==> config.mk <==
export PLATFORM = sky130hd
export DESIGN_NAME = kb_scr_fifo_drv
export DESIGN_NICKNAME = d
export VERILOG_FILES = /design/src/rtl/dev_pkg.sv /design/src/rtl/dev_sync_fifo.sv /design/src/rtl/kb_scr_fifo_drv.sv
export SDC_FILE = /design/constraint.sdc
export NUM_CORES = 1
export LEC_CHECK = 0
export ABC_AREA = 1
export BUFFER_PORTS_ARGS = -buffer_cell sky130_fd_sc_hd__buf_2
export CAP_MARGIN = 30
export CORE_ASPECT_RATIO = 0.6
export CORE_MARGIN = 3
export CORE_UTILIZATION = 40
export CTS_CLUSTER_SIZE = 16
export DETAILED_ROUTE_END_ITERATION = 10
export GPL_ROUTABILITY_DRIVEN = 0
export SLEW_MARGIN = 25
export SYNTH_ARGS = -nofsm -noshare
export SYNTH_HDL_FRONTEND = slang
export SYNTH_SLANG_ARGS = --single-unit
==> constraint.sdc <==
create_clock -name clk -period 4.4 [get_ports clk]
set_input_delay 0.66 -clock clk [delete_from_list [all_inputs] [get_ports clk]]
set_output_delay 0.66 -clock clk [all_outputs]
set_load 0.1 [all_outputs]
==> src/rtl/dev_pkg.sv <==
// Shared definitions for the keyboard/screen device driver: CSR bit
// positions, register addresses and the CSR type.
package dev_pkg;

  localparam int CSR_IE  = 4;
  localparam int CSR_OF  = 3;
  localparam int CSR_DBA = 2;
  localparam int CSR_IO  = 1;

  localparam logic [1:0] ADDR_KB_CSR  = 2'd0;
  localparam logic [1:0] ADDR_KB_DR   = 2'd1;
  localparam logic [1:0] ADDR_SCR_CSR = 2'd2;
  localparam logic [1:0] ADDR_SCR_DR  = 2'd3;

  typedef logic [7:0] csr_t;

  // Assemble a CSR image; unlisted bits read as 0.
  function automatic csr_t make_csr(input logic ie, input logic of,
                                    input logic dba, input logic io);
    csr_t c;
    c          = '0;
    c[CSR_IE]  = ie;
    c[CSR_OF]  = of;
    c[CSR_DBA] = dba;
    c[CSR_IO]  = io;
    return c;
  endfunction

endpackage

==> src/rtl/dev_sync_fifo.sv <==
// Single-clock first-word-fall-through FIFO. dout shows the head entry
// and reads as 0 while empty. A push on a full FIFO is accepted only when
// a pop happens in the same cycle. DEPTH must be a power of 2.
module dev_sync_fifo #(
  parameter int WIDTH = 8,
  parameter int DEPTH = 8
) (
  input  logic                       clk,
  input  logic                       rst_n,
  input  logic                       push,
  input  logic                       pop,
  input  logic [WIDTH-1:0]           din,
  output logic [WIDTH-1:0]           dout,
  output logic                       full,
  output logic                       empty,
  output logic [$clog2(DEPTH):0]     count
);

  localparam int AW = $clog2(DEPTH);
  localparam int CW = $clog2(DEPTH) + 1;

  logic [WIDTH-1:0] mem [DEPTH];
  logic [AW-1:0]    wr_ptr;
  logic [AW-1:0]    rd_ptr;
  logic             do_push;
  logic             do_pop;

  assign empty   = (count == '0);
  assign full    = (count == CW'(DEPTH));
  assign do_pop  = pop && !empty;
  assign do_push = push && (!full || do_pop);
  assign dout    = empty ? '0 : mem[rd_ptr];

  // Pointer and occupancy bookkeeping; pointers wrap modulo DEPTH.
  always_ff @(posedge clk or negedge rst_n) begin
    if (!rst_n) begin
      wr_ptr <= '0;
      rd_ptr <= '0;
      count  <= '0;
    end else begin
      if (do_push) wr_ptr <= wr_ptr + 1'b1;
      if (do_pop)  rd_ptr <= rd_ptr + 1'b1;
      case ({do_push, do_pop})
        2'b10:   count <= count + 1'b1;
        2'b01:   count <= count - 1'b1;
        default: count <= count;
      endcase
    end
  end

  // Storage array; the head is read before this edge overwrites it.
  always_ff @(posedge clk) begin
    if (do_push) mem[wr_ptr] <= din;
  end

endmodule

==> src/rtl/kb_scr_fifo_drv.sv <==
// Buffered keyboard/screen device driver with XM-23-style CSR/DR registers.
// Keyboard bytes queue in an RX FIFO; screen bytes queue in a TX queue that
// drains over scr_valid/scr_ready.
// Optional feature macro: KB_SCR_TX_FIFO_EN selects a TX_DEPTH-entry screen
// FIFO; without it the screen queue is a single holding register.
//
// Screen handshake: scr_valid is high whenever the screen queue holds a
// byte; scr_data is the head and stays stable until transferred; a byte
// transfers on every rising edge where scr_valid && scr_ready are both high.
module kb_scr_fifo_drv
  import dev_pkg::*;
#(
  parameter int DATA_W   = 8,
  parameter int RX_DEPTH = 8,
  parameter int TX_DEPTH = 4
) (
  input  logic              clk,
  input  logic              rst_n,
  input  logic [1:0]        bus_addr,
  input  logic              bus_rd,
  input  logic              bus_wr,
  input  logic [DATA_W-1:0] bus_wdata,
  output logic [DATA_W-1:0] bus_rdata,
  input  logic              kb_strobe,
  input  logic [DATA_W-1:0] kb_data,
  output logic              scr_valid,
  output logic [DATA_W-1:0] scr_data,
  input  logic              scr_ready,
  output logic              irq_kb,
  output logic              irq_scr
);

  logic rd_kb_dr, wr_kb_csr, wr_scr_csr, wr_scr_dr;
  logic rx_push, rx_pop, rx_full, rx_empty;
  logic tx_push, tx_pop, tx_full, tx_empty;
  logic kb_of_set, scr_of_set;
  logic kb_ie, kb_of, scr_ie, scr_of;
  logic [DATA_W-1:0] rx_dout, tx_dout, scr_last;
  logic [$clog2(RX_DEPTH):0] rx_count;
  csr_t kb_csr, scr_csr;
  logic unused_ok;

  assign rd_kb_dr   = bus_rd && (bus_addr == ADDR_KB_DR);
  assign wr_kb_csr  = bus_wr && (bus_addr == ADDR_KB_CSR);
  assign wr_scr_csr = bus_wr && (bus_addr == ADDR_SCR_CSR);
  assign wr_scr_dr  = bus_wr && (bus_addr == ADDR_SCR_DR);

  // Keyboard side: a pop frees the slot a same-cycle strobe lands in.
  assign rx_pop    = rd_kb_dr && !rx_empty;
  assign rx_push   = kb_strobe && (!rx_full || rx_pop);
  assign kb_of_set = kb_strobe && rx_full && !rx_pop;

  dev_sync_fifo #(.WIDTH(DATA_W), .DEPTH(RX_DEPTH)) u_rx_fifo (
    .clk   (clk),
    .rst_n (rst_n),
    .push  (rx_push),
    .pop   (rx_pop),
    .din   (kb_data),
    .dout  (rx_dout),
    .full  (rx_full),
    .empty (rx_empty),
    .count (rx_count)
  );

  // Screen side: same full/pop rule as the keyboard queue.
  assign tx_pop     = scr_valid && scr_ready;
  assign tx_push    = wr_scr_dr && (!tx_full || tx_pop);
  assign scr_of_set = wr_scr_dr && tx_full && !tx_pop;

`ifdef KB_SCR_TX_FIFO_EN
  logic [$clog2(TX_DEPTH):0] tx_count;

  dev_sync_fifo #(.WIDTH(DATA_W), .DEPTH(TX_DEPTH)) u_tx_fifo (
    .clk   (clk),
    .rst_n (rst_n),
    .push  (tx_push),
    .pop   (tx_pop),
    .din   (bus_wdata),
    .dout  (tx_dout),
    .full  (tx_full),
    .empty (tx_empty),
    .count (tx_count)
  );

  assign unused_ok = ^{rx_count, tx_count};
`else
  logic hold_v;

  // Single holding register; refilled in the same cycle it is drained.
  always_ff @(posedge clk or negedge rst_n) begin
    if (!rst_n) begin
      hold_v  <= 1'b0;
      tx_dout <= '0;
    end else if (tx_push) begin
      hold_v  <= 1'b1;
      tx_dout <= bus_wdata;
    end else if (tx_pop) begin
      hold_v  <= 1'b0;
    end
  end

  assign tx_full   = hold_v;
  assign tx_empty  = !hold_v;
  assign unused_ok = ^{rx_count, 32'(TX_DEPTH)};
`endif

  assign scr_valid = !tx_empty;
  assign scr_data  = tx_dout;

  // CSR state: IE is plain read/write; OF sets on a dropped byte and
  // clears on a 0 write, with the set taking priority.
  always_ff @(posedge clk or negedge rst_n) begin
    if (!rst_n) begin
      kb_ie  <= 1'b0;
      kb_of  <= 1'b0;
      scr_ie <= 1'b0;
      scr_of <= 1'b0;
    end else begin
      if (wr_kb_csr)  kb_ie  <= bus_wdata[CSR_IE];
      if (wr_scr_csr) scr_ie <= bus_wdata[CSR_IE];
      if (kb_of_set)                             kb_of <= 1'b1;
      else if (wr_kb_csr && !bus_wdata[CSR_OF])  kb_of <= 1'b0;
      if (scr_of_set)                            scr_of <= 1'b1;
      else if (wr_scr_csr && !bus_wdata[CSR_OF]) scr_of <= 1'b0;
    end
  end

  // Last byte written to the screen DR, returned by DR reads.
  always_ff @(posedge clk or negedge rst_n) begin
    if (!rst_n)         scr_last <= '0;
    else if (wr_scr_dr) scr_last <= bus_wdata;
  end

  assign kb_csr  = make_csr(kb_ie,  kb_of,  !rx_empty, 1'b1);
  assign scr_csr = make_csr(scr_ie, scr_of, !tx_full,  1'b0);

  // Registered read mux; the value holds until the next read.
  always_ff @(posedge clk or negedge rst_n) begin
    if (!rst_n) begin
      bus_rdata <= '0;
    end else if (bus_rd) begin
      case (bus_addr)
        ADDR_KB_CSR:  bus_rdata <= DATA_W'(kb_csr);
        ADDR_KB_DR:   bus_rdata <= rx_dout;
        ADDR_SCR_CSR: bus_rdata <= DATA_W'(scr_csr);
        default:      bus_rdata <= scr_last;
      endcase
    end
  end

  assign irq_kb  = kb_ie  && !rx_empty;
  assign irq_scr = scr_ie && !tx_full;

endmodule

==> metrics.md <==
| Metric | Value |
|---|---|
| Fmax achieved | `between 400 and 500 MHz` |
| Worst setup path end | `u_rx_fifo.count[2]` |
| Area Growth Syn to Fin | `14.5%` |
| Die width | `between 100 and 150 µm` |
| R2r setup slk | `between 2 and 2.5 ns` |
| Worst hold path type | `input pin to asynchronous set/reset pin` |
| Clk Latency, worst-skew pair | `about 0.34 ns` |
| Peak supply drop | `between 0.2 and 0.3 mV` |
| Post-Synth Simple-Gate Area | `0.179` |
| Ports | `43` |
| Hold Violations, Final | `0` |
| Vias | `about 3000` |
| Outcome | `complete, no violations` |
| Mux cell area share after synthesis | `0.0236` |
| Synth cell types | `31` |
| # fillers | `960` |
| Total core area | `approximately 0.011 mm²` |
| Area of the multi-input gates | `~0.0014 mm²` |
| Count of buffers from port buffering | `42` |
| Net switching fraction of the power | `0.397` |
| Reg area | `between 0.002 and 0.003 mm²` |
| Post-Route Setup TNS | `0 ns` |
| Post-CTS Setup Bufs | `0` |
| Clk root buf | `clkbuf_16` |
| Layout Nets | `477` |
| Syn Inst Count | `between 400 and 500` |
| Crit path from | `u_rx_fifo.count[1]` |
| GR Util All Layers | `0.159` |
| Inserted Diodes | `0` |
| Clk slew on worst S/H paths | `0.06 ns` |
| DR pass1 iterations | `4` |
| Fin Hold WS | `0.211 ns` |
| Leakage | `2.12 nW` |
| Net Switching | `1.28 mW` |
| DIE AREA | `around 0.012 mm²` |
| Synth Area in Compound Gates | `0.0789` |
| Die Ht | `87.8 µm` |
| Critical Setup Path Class | `register to register` |
| Setup Viol. Count Final | `0` |
| XOR/XNOR Fraction of Synth Area | `0.0118` |
| Initial drt markers | `between 200 and 250` |
| CTS Sinks | `just over 100` |
| Drt total wl | `between 9000 and 10000 µm` |
| Total global routing overflow | `0` |
| Type of origin of the critical path | `register` |
| Vias/cell | `approximately 5` |
| Worst reg2reg startpoint | `u_rx_fifo.count[1]` |
| Final min period | `~2.4 ns` |
| Layout cell share with drive strength beyond 1 | `0.194` |
| Post-CTS resize count | `0` |
| Max_slew headroom | `0.462` |
| Number of routed nets with antenna violations | `0` |
| Clock skew | `0.00571 ns` |
| Reg2Reg Depth | `15` |
| Mapped Area | `roughly 0.0045 mm²` |
| Internal power | `1.94 mW` |
| Commonest non-fill, non-tap cell in the layout | `nor2_1` |
| Final Cycle Share | `0.544` |
| Sequential share of power | `0.410` |
| Pwr dens | `around 630 mW/mm²` |
| TritonCTS clock tree | `yes` |
| Worst Max-Slew Pin Slew | `between 0.8 and 0.9 ns` |
| CTS max path bufs | `2` |
| Maxcap violations | `0` |
| First-pass GRT wire length | `roughly 15000 µm` |
| Worst Path Required | `4.63 ns` |
| CTS H-tree depth | `3` |
| Initial antenna violation count | `0` |
| Drt drc | `0` |
| Num CTS Buffers | `9` |
| Post-Syn Nets | `434` |
| Hold_buf cts | `0` |
| Adder-Cell Fraction of Synth Area | `0.0140` |
| Largest family of logic cells by synthesized area | `simple AND/OR/NAND/NOR gates` |
| R2R Path End | `u_rx_fifo.count[2]` |
| Largest net degree at the start of global routing | `40` |
| Clock Power Share | `0.238` |
| Warnings, synthesis | `0` |
| WL per Instance | `16.1 µm` |
| Most frequent cells in the layout | `nor2_1 (69), edfxtp_1 (64), nand2_1 (61)` |
| Crit path max fanout | `10` |
| FF+latch count, synth | `103` |
| Combinational share of power | `0.352` |
| Avg Inst Size Synth | `around 11 µm²` |
| Sequential element share of the synthesized area | `0.650` |
| Final Max Slew Viols | `0` |
| # rows | `29` |
| Starting Density | `0.416` |
| RSZ-0062 raised after global routing | `no` |
| WP data arrival | `~2.6 ns` |
| HPWL Detailed | `around 6700 µm` |
| Crit. End Element | `register` |
| Vias in the first global route | `around 2800` |
==> through the flow <==
step | power, mW | cells | setup slack, ns | util | cell area, µm²
final | 3.22 | 592 | 2.00 | 0.477 | 5100
after global routing | 3.42 | 592 | 1.75 | 0.477 | 5100
after CTS | 3.24 | 591 | 2.00 | 0.475 | 5080
after detailed placement | 2.47 | 575 | 1.69 | 0.447 | 4790
after global placement | 2.46 | 575 | 1.80 | 0.447 | 4790
after floorplan | 2.20 | 405 | 1.58 | - | 4460
==> flip-flops by register name (all words and copies together), names as in the netlist <==
signal and count:
scr_data 8, u_rx_fifo.rd_ptr 3, scr_of 1, scr_ie 1, kb_ie 1, u_rx_fifo.count 4
kb_of 1, scr_valid 1, u_rx_fifo.mem 64, scr_last 8, bus_rdata 8, u_rx_fifo.wr_ptr 3
==> metal layers <==
metal | track usage | vias to the layer above | wire length, µm
met1 | 0.254 | 1456 | 5190
met2 | 0.208 | 55 | 3770
met5 | 0 | - | 0
met3 | 0.0436 | 9 | 466
met4 | 0.0427 | 0 | 109
li1 | - | 1454 | -
==> worst min path at each step <==
stage	startpoint	end	slack, ns
2_1_floorplan	rst_n	bus_rdata[0]	0.36
3_5_place_dp	bus_rdata[2]	bus_rdata[2]	0.46
4_1_cts	rst_n	u_rx_fifo.count[0]	0.47
5_1_grt	rst_n	u_rx_fifo.count[1]	0.21
6_report	rst_n	u_rx_fifo.count[0]	0.21
3_3_place_gp	bus_rdata[2]	bus_rdata[2]	0.47
==> layout make-up <==
class | count | area share
Sequential cell | 103 | 0.568
Clock inverter | 5 | 0.00564
Multi-Input combinational cell | 258 | 0.269
Tap cell | 139 | 0.0341
Inverter | 31 | 0.0240
Timing Repair Buffer | 45 | 0.0481
Clock buffer | 11 | 0.0517
==> synthesized netlist by cell type <==
cell type	number	share of area
a211oi_1	1	0.0017
a21oi_1	11	0.012
a221oi_1	1	0.0020
buf_2	12	0.013
clkbuf_2	1	0.0011
clkinv_1	1	0.00084
clkinv_2	1	0.0011
clkinv_4	1	0.0020
dfrtp_1	39	0.22
edfxtp_1	64	0.43
ha_1	5	0.014
inv_1	24	0.020
inv_2	4	0.0034
mux2_4	7	0.024
nand2_1	61	0.051
nand2_2	4	0.0056
nand2_4	3	0.0076
nand2_8	1	0.0045
nand3_1	29	0.033
nand3b_2	1	0.0025
nand4_1	1	0.0014
nor2_1	69	0.058
nor2_4	1	0.0025
nor2_8	1	0.0045
nor3b_2	3	0.0084
o211ai_1	5	0.0084
o21a_1	1	0.0017
o21ai_0	43	0.048
o21ai_1	4	0.0045
xnor2_1	2	0.0039
xor2_1	4	0.0079
==> cell families after synthesis <==
group | count (synthesis)
simple gates | 174
flops | 103
compound gates | 66
buf+inv | 44
mux | 7
xor+xnor | 6
fa+ha+maj | 5
==> critical path, stage by stage, from the launching register on <==
cell,delay [ns]
dfrtp_1,0.42
nor2_1,0.15
nand2_2,0.09
nor2_4,0.19
nor2_8,0.07
nand2_4,0.09
nand2_2,0.09
nand2_4,0.14
ha_1,0.24
nor2_1,0.05
nor2_1,0.18
ha_1,0.18
a21oi_1,0.05
a21oi_1,0.14
o21ai_0,0.09
o21a_1,0.11
==> power groups by stage <==
stage / Sequential [mW] / Clock, mW / Combinational [mW]
6_report: 1.32 / 0.767 / 1.13
2_1_floorplan: 1.56 / 0 / 0.642
3_5_place_dp: 1.34 / 0 / 1.13
4_1_cts: 1.32 / 0.781 / 1.14
5_1_grt: 1.34 / 0.825 / 1.25
3_3_place_gp: 1.33 / 0 / 1.12
Note: power is estimated with default switching activity, not from simulation.
